==> config.mk <==
export PLATFORM = sky130hd
export DESIGN_NAME = hist_seq_ctrl
export DESIGN_NICKNAME = d
export VERILOG_FILES = /design/src/rtl/hist_pkg.sv /design/src/rtl/hist_out_fifo.sv /design/src/rtl/hist_seq_ctrl.sv
export SDC_FILE = /design/constraint.sdc
export NUM_CORES = 1
export LEC_CHECK = 0
export BUFFER_PORTS_ARGS = -buffer_cell sky130_fd_sc_hd__buf_4
export CELL_PAD_IN_SITES_DETAIL_PLACEMENT = 0
export CELL_PAD_IN_SITES_GLOBAL_PLACEMENT = 2
export CORE_ASPECT_RATIO = 0.7
export CORE_MARGIN = 5
export CORE_UTILIZATION = 35
export DETAILED_ROUTE_END_ITERATION = 10
export PLACE_DENSITY_LB_ADDON = 0.1
export SETUP_SLACK_MARGIN = 0.15
export SYNTH_ARGS = -nofsm -noshare
export SYNTH_HDL_FRONTEND = slang
export SYNTH_SLANG_ARGS = --single-unit
export TNS_END_PERCENT = 10
==> constraint.sdc <==
create_clock -name clk -period 2.65 [get_ports clk]
set_input_delay 0.265 -clock clk [delete_from_list [all_inputs] [get_ports clk]]
set_output_delay 0.265 -clock clk [all_outputs]
set_load 0.01 [all_outputs]
==> src/rtl/hist_pkg.sv <==
// Shared definitions for the histogram sequencing controller: FSM state
// encodings, the state enum built on them, and the default RUN timeout.
package hist_pkg;

  // 3-bit state encodings
  localparam logic [2:0] ST_IDLE  = 3'd0;
  localparam logic [2:0] ST_START = 3'd1;
  localparam logic [2:0] ST_RUN   = 3'd2;
  localparam logic [2:0] ST_DRAIN = 3'd3;
  localparam logic [2:0] ST_FLUSH = 3'd4;

  typedef enum logic [2:0] {
    S_IDLE  = ST_IDLE,
    S_START = ST_START,
    S_RUN   = ST_RUN,
    S_DRAIN = ST_DRAIN,
    S_FLUSH = ST_FLUSH
  } hist_state_e;

  // Maximum number of RUN cycles spent waiting for hist_done
  localparam int HIST_TIMEOUT_DEFAULT = 65535;

  // Output FIFO word: {last, data}
  localparam int HIST_FIFO_W = 9;

endpackage

==> src/rtl/hist_out_fifo.sv <==
// Two-entry synchronous FIFO carrying {last, data[7:0]} beats from the
// output RAM read port to the result stream. The head entry is presented
// combinationally on o_data/o_last. A push while full is accepted only
// when a pop happens in the same cycle.
module hist_out_fifo
  import hist_pkg::*;
(
  input  logic       clk,
  input  logic       rst_n,
  input  logic       i_push,
  input  logic [7:0] i_data,
  input  logic       i_last,
  input  logic       i_pop,
  output logic [7:0] o_data,
  output logic       o_last,
  output logic       o_full,
  output logic       o_empty
);

  logic [HIST_FIFO_W-1:0] r_mem [2];
  logic                   r_wr_ptr;
  logic                   r_rd_ptr;
  logic [1:0]             r_count;

  logic w_push_ok;
  logic w_pop_ok;

  assign w_pop_ok  = i_pop && (r_count != 2'd0);
  assign w_push_ok = i_push && ((r_count != 2'd2) || w_pop_ok);

  assign {o_last, o_data} = r_mem[r_rd_ptr];
  assign o_full  = (r_count == 2'd2);
  assign o_empty = (r_count == 2'd0);

  // Storage, pointers and occupancy; reset empties the FIFO and zeroes the head
  always_ff @(posedge clk) begin
    if (!rst_n) begin
      r_mem[0] <= '0;
      r_mem[1] <= '0;
      r_wr_ptr <= 1'b0;
      r_rd_ptr <= 1'b0;
      r_count  <= 2'd0;
    end else begin
      if (w_push_ok) begin
        r_mem[r_wr_ptr] <= {i_last, i_data};
        r_wr_ptr        <= ~r_wr_ptr;
      end
      if (w_pop_ok) begin
        r_rd_ptr <= ~r_rd_ptr;
      end
      case ({w_push_ok, w_pop_ok})
        2'b10:   r_count <= r_count + 2'd1;
        2'b01:   r_count <= r_count - 2'd1;
        default: r_count <= r_count;
      endcase
    end
  end

endmodule

==> src/rtl/hist_seq_ctrl.sv <==
// Frame sequencer beside the histogram core: starts the core on a request,
// waits (bounded) for completion, then drains the output RAM into a
// valid/ready result stream through a 2-entry FIFO.
//
// Stream handshake: a beat transfers on a rising edge where m_valid and
// m_ready are both high; once m_valid rises, m_data/m_last stay stable and
// m_valid stays high until that transfer happens.
//
// RAM reads are credit-limited: a read is issued only when the words already
// held or on their way (FIFO occupancy + read in flight - word leaving this
// cycle) number fewer than two, so the FIFO can never overflow. Counting the
// departing word keeps one beat per cycle when m_ready is held high.
module hist_seq_ctrl
  import hist_pkg::*;
#(
  parameter int W               = 64,
  parameter int H               = 64,
  parameter int TOTAL_PIXEL     = W * H,
  parameter int TOTAL_PIXEL_BIT = $clog2(W * H),
  parameter int TIMEOUT         = HIST_TIMEOUT_DEFAULT
) (
  input  logic                       clk,
  input  logic                       rst_n,
  input  logic                       req,
  output logic                       busy,
  output logic                       err,
  output logic                       hist_start,
  input  logic                       hist_done,
  output logic [TOTAL_PIXEL_BIT-1:0] rd_addr,
  input  logic [7:0]                 rd_data,
  output logic                       m_valid,
  input  logic                       m_ready,
  output logic [7:0]                 m_data,
  output logic                       m_last,
  output logic [2:0]                 dbg_state
);

  localparam int CNT_W = $clog2(TIMEOUT + 1);
  localparam logic [TOTAL_PIXEL_BIT-1:0] LAST_ADDR = TOTAL_PIXEL_BIT'(TOTAL_PIXEL - 1);
  localparam logic [CNT_W-1:0]           CNT_LAST  = CNT_W'(TIMEOUT - 1);

  hist_state_e r_state;
  hist_state_e w_next_state;

  logic [CNT_W-1:0]           r_cnt;
  logic [TOTAL_PIXEL_BIT-1:0] r_addr;
  logic [TOTAL_PIXEL_BIT-1:0] r_rd_addr;
  logic                       r_infl;
  logic                       r_infl_last;
  logic                       r_err;

  logic       w_issue;
  logic       w_pop;
  logic       w_addr_last;
  logic       w_timeout;
  logic       w_fifo_full;
  logic       w_fifo_empty;
  logic       w_head_last;
  logic [7:0] w_head_data;
  logic [1:0] w_occ;
  logic [2:0] w_used;

  assign w_occ       = w_fifo_full ? 2'd2 : (w_fifo_empty ? 2'd0 : 2'd1);
  assign w_pop       = m_valid && m_ready;
  assign w_used      = {1'b0, w_occ} + {2'b00, r_infl} - {2'b00, w_pop};
  assign w_addr_last = (r_addr == LAST_ADDR);
  assign w_issue     = (r_state == S_DRAIN) && (w_used < 3'd2);
  assign w_timeout   = (r_state == S_RUN) && (r_cnt == CNT_LAST);

  assign m_valid   = !w_fifo_empty;
  assign m_data    = w_head_data;
  assign m_last    = w_head_last && !w_fifo_empty;
  assign err       = r_err;
  assign dbg_state = r_state;

  // The address is presented in the issue cycle; otherwise the last issued one is held
  assign rd_addr = w_issue ? r_addr : r_rd_addr;

  // State register
  always_ff @(posedge clk) begin
    if (!rst_n) begin
      r_state <= S_IDLE;
    end else begin
      r_state <= w_next_state;
    end
  end

  // Next-state and state-decoded outputs
  always_comb begin
    w_next_state = r_state;
    busy         = 1'b1;
    hist_start   = 1'b0;
    case (r_state)
      S_IDLE: begin
        busy = 1'b0;
        if (req) begin
          w_next_state = S_START;
        end
      end
      S_START: begin
        hist_start   = 1'b1;
        w_next_state = S_RUN;
      end
      S_RUN: begin
        if (hist_done) begin
          w_next_state = S_DRAIN;
        end else if (w_timeout) begin
          w_next_state = S_IDLE;
        end
      end
      S_DRAIN: begin
        if (w_issue && w_addr_last) begin
          w_next_state = S_FLUSH;
        end
      end
      S_FLUSH: begin
        if (w_pop && w_head_last) begin
          w_next_state = S_IDLE;
        end
      end
      default: begin
        w_next_state = S_IDLE;
      end
    endcase
  end

  // RUN cycle counter, restarted every time the core is started
  always_ff @(posedge clk) begin
    if (!rst_n) begin
      r_cnt <= '0;
    end else if (r_state == S_START) begin
      r_cnt <= '0;
    end else if (r_state == S_RUN) begin
      r_cnt <= r_cnt + CNT_W'(1);
    end
  end

  // Sticky timeout flag, cleared when a new request is accepted
  always_ff @(posedge clk) begin
    if (!rst_n) begin
      r_err <= 1'b0;
    end else if ((r_state == S_IDLE) && req) begin
      r_err <= 1'b0;
    end else if (w_timeout && !hist_done) begin
      r_err <= 1'b1;
    end
  end

  // Read address sequencing; stops at the last address instead of wrapping
  always_ff @(posedge clk) begin
    if (!rst_n) begin
      r_addr    <= '0;
      r_rd_addr <= '0;
    end else begin
      if (r_state == S_START) begin
        r_addr <= '0;
      end else if (w_issue && !w_addr_last) begin
        r_addr <= r_addr + TOTAL_PIXEL_BIT'(1);
      end
      if (w_issue) begin
        r_rd_addr <= r_addr;
      end
    end
  end

  // In-flight read tracking: the RAM returns data one cycle after issue
  always_ff @(posedge clk) begin
    if (!rst_n) begin
      r_infl      <= 1'b0;
      r_infl_last <= 1'b0;
    end else begin
      r_infl      <= w_issue;
      r_infl_last <= w_issue && w_addr_last;
    end
  end

  hist_out_fifo u_fifo (
    .clk     (clk),
    .rst_n   (rst_n),
    .i_push  (r_infl),
    .i_data  (rd_data),
    .i_last  (r_infl_last),
    .i_pop   (w_pop),
    .o_data  (w_head_data),
    .o_last  (w_head_last),
    .o_full  (w_fifo_full),
    .o_empty (w_fifo_empty)
  );

endmodule

==> key figures, run 1 <==
Synthesis
  • Post-synth EDFFs: 18
  • Synthesized area per cell: 9.116 um^2
  • Synth Flop Type: dfxtp_1
  • Register bit total from synthesis: 69
  • Share of the yosys chip area belonging to registers: 47.58%
  • Unique cell type count in the Yosys netlist: 44
  • Simple-gate share of the synthesized area: 26.73%
  • Main combinational cell family by area after synthesis: simple AND/OR/NAND/NOR gates
  • Cells after Synth: 360
  • Post-synthesis mux area share: 5.185%
  • Syn Nets: 377
  • Yosys warns: 0
  • Area share of fa/ha/maj cells after synthesis: 1.525%
  • Synthesized cell area: 3282 um^2
  • Ys async rst share: 0%
  • Synth Area in XOR/XNOR: 4.079%
  • Compound-Gate Fraction of Synth Area: 11.59%

Global routing
  • Grt ovf: 0
  • GRT Total Usage: 15.35%
  • Global-route wire length before repair: 14000 um
  • Antenna violations before repair: 0
  • Vias in the first global route: 2636
  • Largest net degree at the start of global routing: 30

Worst setup path
  • Element type at the critical path start: flip-flop
  • Crit path capture type: output pin
  • WP data required: 2380 ps
  • CP arrival: 2150 ps
  • Crit Path Max Fanout: 13
  • CP Class: flip-flop to output pin

Timing
  • Setup TNS: 0 ps
  • Fmax: 414.8 MHz
  • Tmin final: 2411 ps
  • Worst setup margin: 239.1 ps
  • Slew headroom: 42.11%
  • Hold Vio Cnt, Final: 0
  • Worst Skew: 3.622 ps
  • RSZ-0062 raised after global routing: no
  • Final-report setup violation count: 0
  • Slew Limit Fails: 0
  • Period utilization: 90.98%
  • Worst slew pin tran: 861.8 ps

Cells and area
  • Layout cell share with drive strength beyond 1: 23.92%
  • Nets: 430
  • Area of the multi-input gates: 1710 um^2
  • Final Util: 46.68%
  • Most common cell after layout, fill and taps aside: buf_4
  • Highest-count cells in the layout ignoring fill and taps: buf_4, dfxtp_1, nand2_1
  • Number of fill cells: 879
  • Final Non-Filler Cells: 542
  • Fin area: 4252 um^2
  • # diodes: 0
  • Register area: 1564 um^2
  • Area grow syn2layout: 29.55%

Clocking
  • Worst-Skew Late Latency: 330 ps
  • CTS clk-pin slew, worst paths: 60 ps
  • Root Buffer: clkbuf_16
  • CTS H-tree lvls: 3
  • CTS sink cnt: 69
  • Clock tree buffer depth: 2
  • TritonCTS clock tree: built
  • Post-cts hold buffer count: 0
  • Cts bufs inserted: 9

Detailed routing
  • Iter 0 DRT Violations: 195
  • Top sig layer: met4
  • DRC viols: 0
  • WL met3: 392 um
  • Via count: 2811
  • Total Routed Length: 8589 um
  • Post-detailed-route count of antenna-violating nets: 0
  • DRT Pass-1 Iters: 4
  • M1 WL: 4400 um
  • Post-DR wirelength/cell: 15.85 um
  • Metal2 WL: 3687 um
  • Vias per cell: 5.186

Placement
  • Placed cells: 522
  • GPL Wtd Cong: 0.7642
  • Dpl ws: 221.0 ps
  • DP Area: 3782 um^2
  • Post-DP HPWL: 5646 um
  • I/O Buffers: 40

Min path
  • Hold Path Class: input pin to flip-flop

Die
  • Initial core utilization: 36.04%
  • Die height: 91.02 um
  • # IOs: 41
  • Area of the core: 9107 um^2
  • Cell row count: 29
  • Die area: 11440 um^2
  • Die Width: 125.7 um

Run
  • # Max-Cap Violations: 0

Outcome
  • Outcome: finished clean

Power and ir drop
  • Sequential share of power: 40.4%
  • Comb pwr share: 15.5%
  • VDD IR max: 0.0002690 V
  • Internal power: 0.002127 W
  • Leak pwr: 1.605 nW
  • Switching Share: 26.10%
  • Clock share of power: 44.0%
  • Sw Pwr: 0.0007510 W
  • Power Dens Cells: 676.9 nW/um^2
## power groups by stage
stage               clock network [W]  logic (W)  registers [W]
finish                        0.00127   0.000447        0.00116
global route                  0.00135   0.000495        0.00117
CTS                           0.00131   0.000433        0.00116
detailed placement                  0   0.000428        0.00118
global placement                    0   0.000425        0.00118
floorplan                           0   0.000229        0.00118
## cells by family after synthesis
logic type               after synthesis
XOR/XNOR                              12
AND/OR/NAND/NOR                      166
flip-flops                            69
adder cells (fa/ha/maj)                4
buffers and inverters                 28
multiplexers                          16
AO/OA/AOI/OAI                         65
## critical path, stage by stage (launching register included)
cell     delay, ps
dfxtp_2        340
nor2_4         170
nor2b_4         70
ha_4           220
nor2b_4        160
xnor3_2        310
buf_12         170
o21ai_1        150
nand2_1         80
buf_4          140
## metrics by stage
| stage | hold WS [ps] | power [W] |
|---|---|---|
| CTS | 145.6 | 0.002902 |
| global placement | 471.2 | 0.001608 |
| global route | 167.2 | 0.003019 |
| detailed placement | 481.5 | 0.001612 |
| floorplan | 382.5 | 0.001408 |
| finish | 155.8 | 0.002878 |
## registers in the layout (all words and copies together) (netlist names), named ones only
name and cells:
dbg_state 3, err 1, r_addr 12, r_cnt 16, r_infl 1, r_infl_last 1, r_rd_addr 12, u_fifo.r_count 2
u_fifo.r_mem 18, u_fifo.r_rd_ptr 1, u_fifo.r_wr_ptr 1
## routing by layer
| metal | vias to the layer above | GRT usage, % |
|---|---|---|
| met5 | - | 0 |
| met4 | 0 | 4.821 |
| met3 | 8 | 4.809 |
| met2 | 49 | 22.20 |
| met1 | 1335 | 21.90 |
| li1 | 1419 | - |
## cells in the mapped netlist, types with 2 or more instances
cell,count,area (um^2)
nor2_1,21,78.83
nor4_1,12,75.07
o31ai_1,5,37.54
nor2b_1,2,12.51
nand4_1,11,68.82
or3_1,13,81.33
nor3b_1,2,15.01
nand2b_1,5,31.28
dfxtp_1,51,1021
or4_1,6,45.04
and4_1,3,26.28
ha_1,4,50.05
nor3_1,5,25.02
nand3_1,19,95.09
mux2_2,8,90.09
o311ai_0,2,17.52
o21ai_0,22,110.1
a21oi_1,26,130.1
and2_1,21,131.4
mux2i_1,8,80.08
nand2_1,41,153.9
clkbuf_1,14,52.55
inv_1,10,37.54
a311oi_1,3,26.28
xor2_1,3,26.28
xnor2_1,7,61.31
edfxtp_1,18,540.5
buf_2,2,10.01
## area by class of cell
class | count | share of cell area (%)
clock inverters | 7 | 2.119
inverters | 11 | 0.9712
multi-input cells | 264 | 40.23
well taps | 124 | 3.649
repair buffers | 58 | 10.95
clock buffers | 9 | 5.297
flip-flops and latches | 69 | 36.79
## final timing paths
| kind | start | to | slack (ps) | depth (start not counted) |
|---|---|---|---|---|
| worst min register to register | r_rd_addr[10] | r_rd_addr[10] | 460 | 2 |
| worst max-delay path | u_fifo.r_count[0] | rd_addr[11] | 240 | 9 |
| worst min-delay path | req | err | 160 | 2 |
| worst max register to register | u_fifo.r_count[0] | r_addr[3] | 340 | 9 |
## repair_timing
action | 4_1_cts | 5_1_grt
resized for setup | 19 | 17
endpoints found under the hold margin | 0 | 0
buffers inserted | 0 | 2
pin swaps | 0 | 2
endpoints found under the setup margin | 12 | 12
cloned | 0 | 2
No activity file was read; power rests on OpenSTA's default activity.
==> inputs of run 2 (changes only) <==
REMOVE_ABC_BUFFERS = 1   (was not set)
==> run 2 against run 1 <==
Compared with the run above: worst hold slack improved by 3.4 ps; first-iteration DRC count increased by 8.7%; routed wire length increased by 0.66%; power increased by 0.55%; highest routed layer unchanged.
==> key figures, run 2 (synthesized netlist as in run 1, its figures left out) <==
Outcome
  • Outcome: finished clean

Die
  • Die Width: 125.7 um
  • Die height: 91.02 um
  • Initial core utilization: 36.04%
  • # IOs: 41
  • Area of the core: 9107 um^2
  • Die area: 11440 um^2
  • Cell row count: 29

Min path
  • Hold Path Class: input pin to flip-flop

Worst setup path
  • Reg2Reg Depth: 9
  • Crit path capture: rd_addr[0]
  • CP Launch Point: u_fifo.r_count[0]
  • Worst path bufs/invs: 2
  • Reg2Reg Setup Slack: 350 ps
  • Critical Path Most Common Cell: nor2b_4
  • WP depth: 9
  • WP data required: 2380 ps
  • Top delay family on crit path: simple AND/OR/NAND/NOR gates
  • Element type at the critical path start: flip-flop
  • R2R Path Start: u_fifo.r_count[0]
  • Terminus of the critical flop-to-flop path: r_addr[3]
  • CP arrival: 2130 ps
  • Crit path capture type: output pin
  • Crit path cell chain: nor2_4 -> nor2b_4 -> ha_4 -> nor2b_4 -> xnor3_2 -> buf_12 -> o21ai_2 -> nand2_1 -> buf_4
  • Critical-path top delay cell: dfxtp_2
  • CP Class: flip-flop to output pin
  • Slowest Stage Delay on Critical Path: 340 ps
  • Crit Path Max Fanout: 13

Cells and area
  • Final Non-Filler Cells: 541
  • Most flops, register: u_fifo.r_mem
  • Layout cell share with drive strength beyond 1: 24.46%
  • Highest-count cells in the layout ignoring fill and taps: buf_4, dfxtp_1, nand2_1
  • Nets: 429
  • # diodes: 0
  • Biggest regs: u_fifo.r_mem: 18 flops, r_cnt: 16 flops
  • Largest register FFs: 18
  • Area grow syn2layout: 29.93%
  • Final Util: 46.82%
  • Most common cell after layout, fill and taps aside: buf_4
  • Number of fill cells: 893

Detailed routing
  • DRC viols: 0
  • DRT Pass-1 Iters: 4
  • Post-detailed-route count of antenna-violating nets: 0
  • Iter 0 DRT Violations: 212
  • Total Routed Length: 8646 um
  • Vias per cell: 5.177
  • Post-DR wirelength/cell: 15.98 um
  • Via count: 2801

Timing
  • Hold Vio Cnt, Final: 0
  • Tmin final: 2394 ps
  • Final-report setup violation count: 0
  • Worst slew pin tran: 913.5 ps
  • RSZ-0062 raised after global routing: no
  • Period utilization: 90.33%
  • Setup TNS: 0 ps
  • Fmax: 417.8 MHz
  • Slew Limit Fails: 0
  • Slew headroom: 38.63%
  • Worst Skew: 5.703 ps

Global routing
  • Largest net degree at the start of global routing: 30
  • GRT Total Usage: 15.10%
  • Global-route wire length before repair: 13880 um
  • Grt ovf: 0
  • Vias in the first global route: 2690
  • Antenna violations before repair: 0

Power and ir drop
  • Sw Pwr: 0.0007639 W
  • Power Dens Cells: 678.6 nW/um^2
  • Leak pwr: 1.603 nW
  • VDD IR max: 0.0002948 V
  • Total chip power: 0.002894 W
  • Sequential share of power: 40.3%
  • Switching Share: 26.40%
  • Internal power: 0.002130 W
  • Comb pwr share: 15.7%
  • Clock share of power: 44.1%

Placement
  • Post-DP HPWL: 5637 um
  • I/O Buffers: 40
  • GPL Wtd Cong: 0.8017
  • Placed cells: 521

Clocking
  • CTS H-tree lvls: 3
  • Root Buffer: clkbuf_16
  • CTS clk-pin slew, worst paths: 60 ps
  • TritonCTS clock tree: built
  • Worst-Skew Late Latency: 340 ps
  • Clock tree buffer depth: 2
  • Cts bufs inserted: 9
  • CTS sink cnt: 69

Run
  • # Max-Cap Violations: 0
## run 2: cell type report
cell class,instances,area (um^2),area share (%)
Clock inverter,7,90.09,2.113
Sequential cell,69,1564,36.68
Clock buffer,9,225.2,5.282
Tap cell,124,155.1,3.639
Inverter,11,41.29,0.9683
Timing Repair Buffer,57,457.9,10.74
Multi-Input combinational cell,264,1730,40.58
## run 2: power groups by stage
stage,Clock (W),Sequential [W],Combinational [W]
2_1_floorplan,0,0.00118,0.000215
3_3_place_gp,0,0.00118,0.000431
3_5_place_dp,0,0.00118,0.000429
4_1_cts,0.00132,0.00116,0.000434
5_1_grt,0.00137,0.00117,0.000501
6_report,0.00128,0.00117,0.000453
## run 2: worst min-delay path by stage
stage	start	to	slack, ps	cells after the start
after global placement	r_cnt[15]	r_cnt[15]	470	2
after detailed placement	r_cnt[15]	r_cnt[15]	490	2
after floorplan	rst_n	dbg_state[2]	380	1
after global routing	req	err	170	2
after CTS	req	err	140	2
final	req	err	160	2
## run 2: timing repair
item | CTS | global route
setup endpoints to repair | 12 | 12
pin swaps | 0 | 2
gates resized for setup | 19 | 21
gates cloned | 0 | 2
hold buffers | 0 | 0
setup buffers | 0 | 2
## run 2: per-stage QoR
step                setup slack [ps]  hold WS (ps)  instance area, um^2
global route                   156.6         165.6                 4264
detailed placement             228.0         487.3                 3775
global placement               258.7         475.0                 3775
finish                         256.3         159.1                 4264
floorplan                      380.0         382.5                 3214
CTS                            150.6         143.5                 4108
## run 2: layer usage
| metal | part of all wire (%) | wire length [um] | vias to the layer above | global-route usage (%) |
|---|---|---|---|---|
| li1 | - | - | 1421 | - |
| met1 | 54 | 4634 | 1322 | 22.48 |
| met3 | 4.5 | 388 | 9 | 4.751 |
| met4 | 1.1 | 93 | 0 | 5.000 |
| met2 | 41 | 3530 | 49 | 20.55 |
| met5 | 0 | 0 | - | 0 |
==> inputs of run 3 (changes only) <==
ABC_AREA = 1   (was not set)
CORE_UTILIZATION = 34   (was 35)
CTS_CLUSTER_SIZE = 24   (was not set)
==> run 3 against run 2 <==
Compared with the run above: routed wire length decreased by 5.3%; maximum frequency shrank 0.55%; cell count increased by 15%.
==> key figures, run 3 <==
Power and ir drop
  • Leak pwr: 1.883 nW
  • Internal power: 0.002156 W
  • Total chip power: 0.002930 W
  • Clock share of power: 44.0%
  • VDD IR max: 0.0002986 V
  • Sw Pwr: 0.0007742 W
  • Power Dens Cells: 678.4 nW/um^2
  • Switching Share: 26.42%
  • Comb pwr share: 16.2%
  • Sequential share of power: 39.8%

Cells and area
  • Highest-count cells in the layout ignoring fill and taps: nand2_1, inv_1, nor2_1
  • Layout cell share with drive strength beyond 1: 22.36%
  • Most common cell after layout, fill and taps aside: nand2_1
  • Biggest regs: u_fifo.r_mem: 18 flops, r_cnt: 16 flops
  • Final Util: 44.77%
  • Nets: 504
  • Most flops, register: u_fifo.r_mem
  • Largest register FFs: 18
  • Final Non-Filler Cells: 620
  • # diodes: 0
  • Area grow syn2layout: 29.63%

Global routing
  • Global-route wire length before repair: 13780 um
  • Vias in the first global route: 2757
  • Largest net degree at the start of global routing: 19
  • GRT Total Usage: 14.76%
  • Antenna violations before repair: 0
  • Grt ovf: 0

Clocking
  • CTS clk-pin slew, worst paths: 60 ps
  • TritonCTS clock tree: built
  • Root Buffer: clkbuf_16
  • CTS sink cnt: 69
  • Clock tree buffer depth: 2
  • Worst-Skew Late Latency: 330 ps
  • Cts bufs inserted: 9
  • CTS H-tree lvls: 3

Worst setup path
  • Worst path bufs/invs: 3
  • CP Class: flip-flop to output pin
  • Critical Path Most Common Cell: nand2_4
  • Slowest Stage Delay on Critical Path: 370 ps
  • Critical-path top delay cell: dfxtp_4
  • CP arrival: 2140 ps
  • Crit path capture type: output pin
  • WP data required: 2380 ps
  • Crit Path Max Fanout: 7
  • Element type at the critical path start: flip-flop
  • Crit path cell chain: nor2_4 -> nor2_2 -> ha_1 -> inv_2 -> nand2_2 -> nand2_4 -> nand2_4 -> nand2_8 -> nand3_4 -> o21ai_2 -> inv_1 -> buf_4
  • Top delay family on crit path: simple AND/OR/NAND/NOR gates

Placement
  • Post-DP HPWL: 5401 um
  • GPL Wtd Cong: 0.7998
  • Placed cells: 593
  • I/O Buffers: 40

Synthesis
  • Unique cell type count in the Yosys netlist: 38
  • Post-synthesis mux area share: 2.704%
  • Share of the yosys chip area belonging to registers: 46.86%
  • Compound-Gate Fraction of Synth Area: 10.78%
  • Yosys warns: 0
  • Synthesized cell area: 3332 um^2
  • Cells after Synth: 430
  • Area leader, netlist: dfxtp_1
  • Synth Area in XOR/XNOR: 2.366%
  • Register bit total from synthesis: 69
  • Post-synth EDFFs: 18
  • Main combinational cell family by area after synthesis: simple AND/OR/NAND/NOR gates
  • Synth cell count leaders: nand2_1, inv_1, nor2_1
  • Simple-gate share of the synthesized area: 25.65%
  • Area share of fa/ha/maj cells after synthesis: 1.502%
  • Ys async rst share: 0%
  • Yosys top cell area share: 30.64%
  • Synth Flop Type: dfxtp_1
  • Synthesized area per cell: 7.749 um^2
  • Count leader, synth: nand2_1
  • Top cells by area, synth: dfxtp_1, edfxtp_1, nand2_1

Timing
  • Slew headroom: 55.49%
  • Setup TNS: 0 ps
  • Hold Vio Cnt, Final: 0
  • Worst slew pin tran: 663.5 ps
  • Worst Skew: 5.301 ps
  • Period utilization: 90.83%
  • Slew Limit Fails: 0
  • Final-report setup violation count: 0
  • Tmin final: 2407 ps
  • RSZ-0062 raised after global routing: yes
  • Fmax: 415.4 MHz

Detailed routing
  • Via count: 2885
  • Post-DR wirelength/cell: 13.20 um
  • DRC viols: 0
  • Post-detailed-route count of antenna-violating nets: 0
  • Iter 0 DRT Violations: 171
  • Vias per cell: 4.653
  • Total Routed Length: 8186 um
  • DRT Pass-1 Iters: 4

Die
  • Initial core utilization: 34.54%
  • Area of the core: 9647 um^2
  • Cell row count: 30
  • # IOs: 41
  • Die height: 92.83 um
  • Die Width: 128.3 um
  • Die area: 11910 um^2

Outcome
  • Outcome: finished clean

Min path
  • Hold Path Class: input pin to flip-flop

Run
  • # Max-Cap Violations: 0
run 3: cell count changes in the layout (fill, tap and decap cells not counted), sizes merged, moves of 4 or more:
cell and delta:
a21oi +5, and2 -21, inv +61, mux2i -8, nand2 +50, nand2b -5
nor2 +42, nor4 -12, o21ai +7, o31ai -4, or3 -13, or4 -6
run 3: power groups by stage:
stage,Clock [W],Sequential (W),Combinational [W]
after floorplan,0,0.00118,0.000236
after global placement,0,0.00119,0.000410
after detailed placement,0,0.00119,0.000411
after CTS,0.00134,0.00116,0.000460
after global routing,0.00139,0.00117,0.000530
final,0.00129,0.00117,0.000474
run 3: metal layers:
layer	track usage (%)	routed length, um	vias to the layer above
met5	0	0	-
met2	21.53	3573	57
met4	3.975	25	0
met3	4.669	435	2
met1	20.93	4152	1322
li1	-	-	1504
run 3: final timing paths:
kind                                   startpoint           endpoint  slack [ps]  cells after the start
worst max-delay path            u_fifo.r_count[0]        rd_addr[10]         240                     12
worst min-delay path                        rst_n  u_fifo.r_count[0]         240                      3
worst max register to register  u_fifo.r_count[0]         r_addr[10]         470                     14
worst min register to register                err                err         450                      2
run 3: per-stage QoR:
step | area [um^2] | hold slack (ps) | setup WS [ps]
floorplan | 3261 | 389.0 | 483.8
global placement | 3759 | 436.8 | 321.7
detailed placement | 3759 | 440.8 | 234.0
CTS | 4232 | 218.2 | 141.9
global route | 4319 | 234.4 | 104.9
finish | 4319 | 235.1 | 243.0
run 3: area by class of cell:
class | count | area (um^2)
multi-input combinational | 283 | 1575
sequential | 69 | 1567
clock inverter | 7 | 98.84
inverter | 71 | 266.5
clock buffer | 9 | 225.2
timing repair buffer | 53 | 426.7
tap | 128 | 160.2
fill | 971 | 5328
run 3: cells by family (layout without fill, tap and decap cells):
family          Yosys count  in the layout
mux                       8              8
compound gates           68             68
xor+xnor                  9              9
flops                    69             69
fa+ha+maj                 4              4
buf+inv                  81            140
simple gates            191            194
run 3: what timing repair did:
item | 4_1_cts | 5_1_grt
pin swaps | 5 | 8
hold buffers | 0 | 0
setup buffers | 4 | 4
cloned | 3 | 0
gates resized for setup | 29 | 11
endpoints found under the setup margin | 12 | 14
run 3: worst reg2reg max path, delay by kind of cell, from the launching register on:
kind,cells,cell delay [ps]
AO/OA/AOI/OAI,1,130
adder cells (fa/ha/maj),1,280
flip-flops,1,370
AND/OR/NAND/NOR,9,960
buffers and inverters,3,380
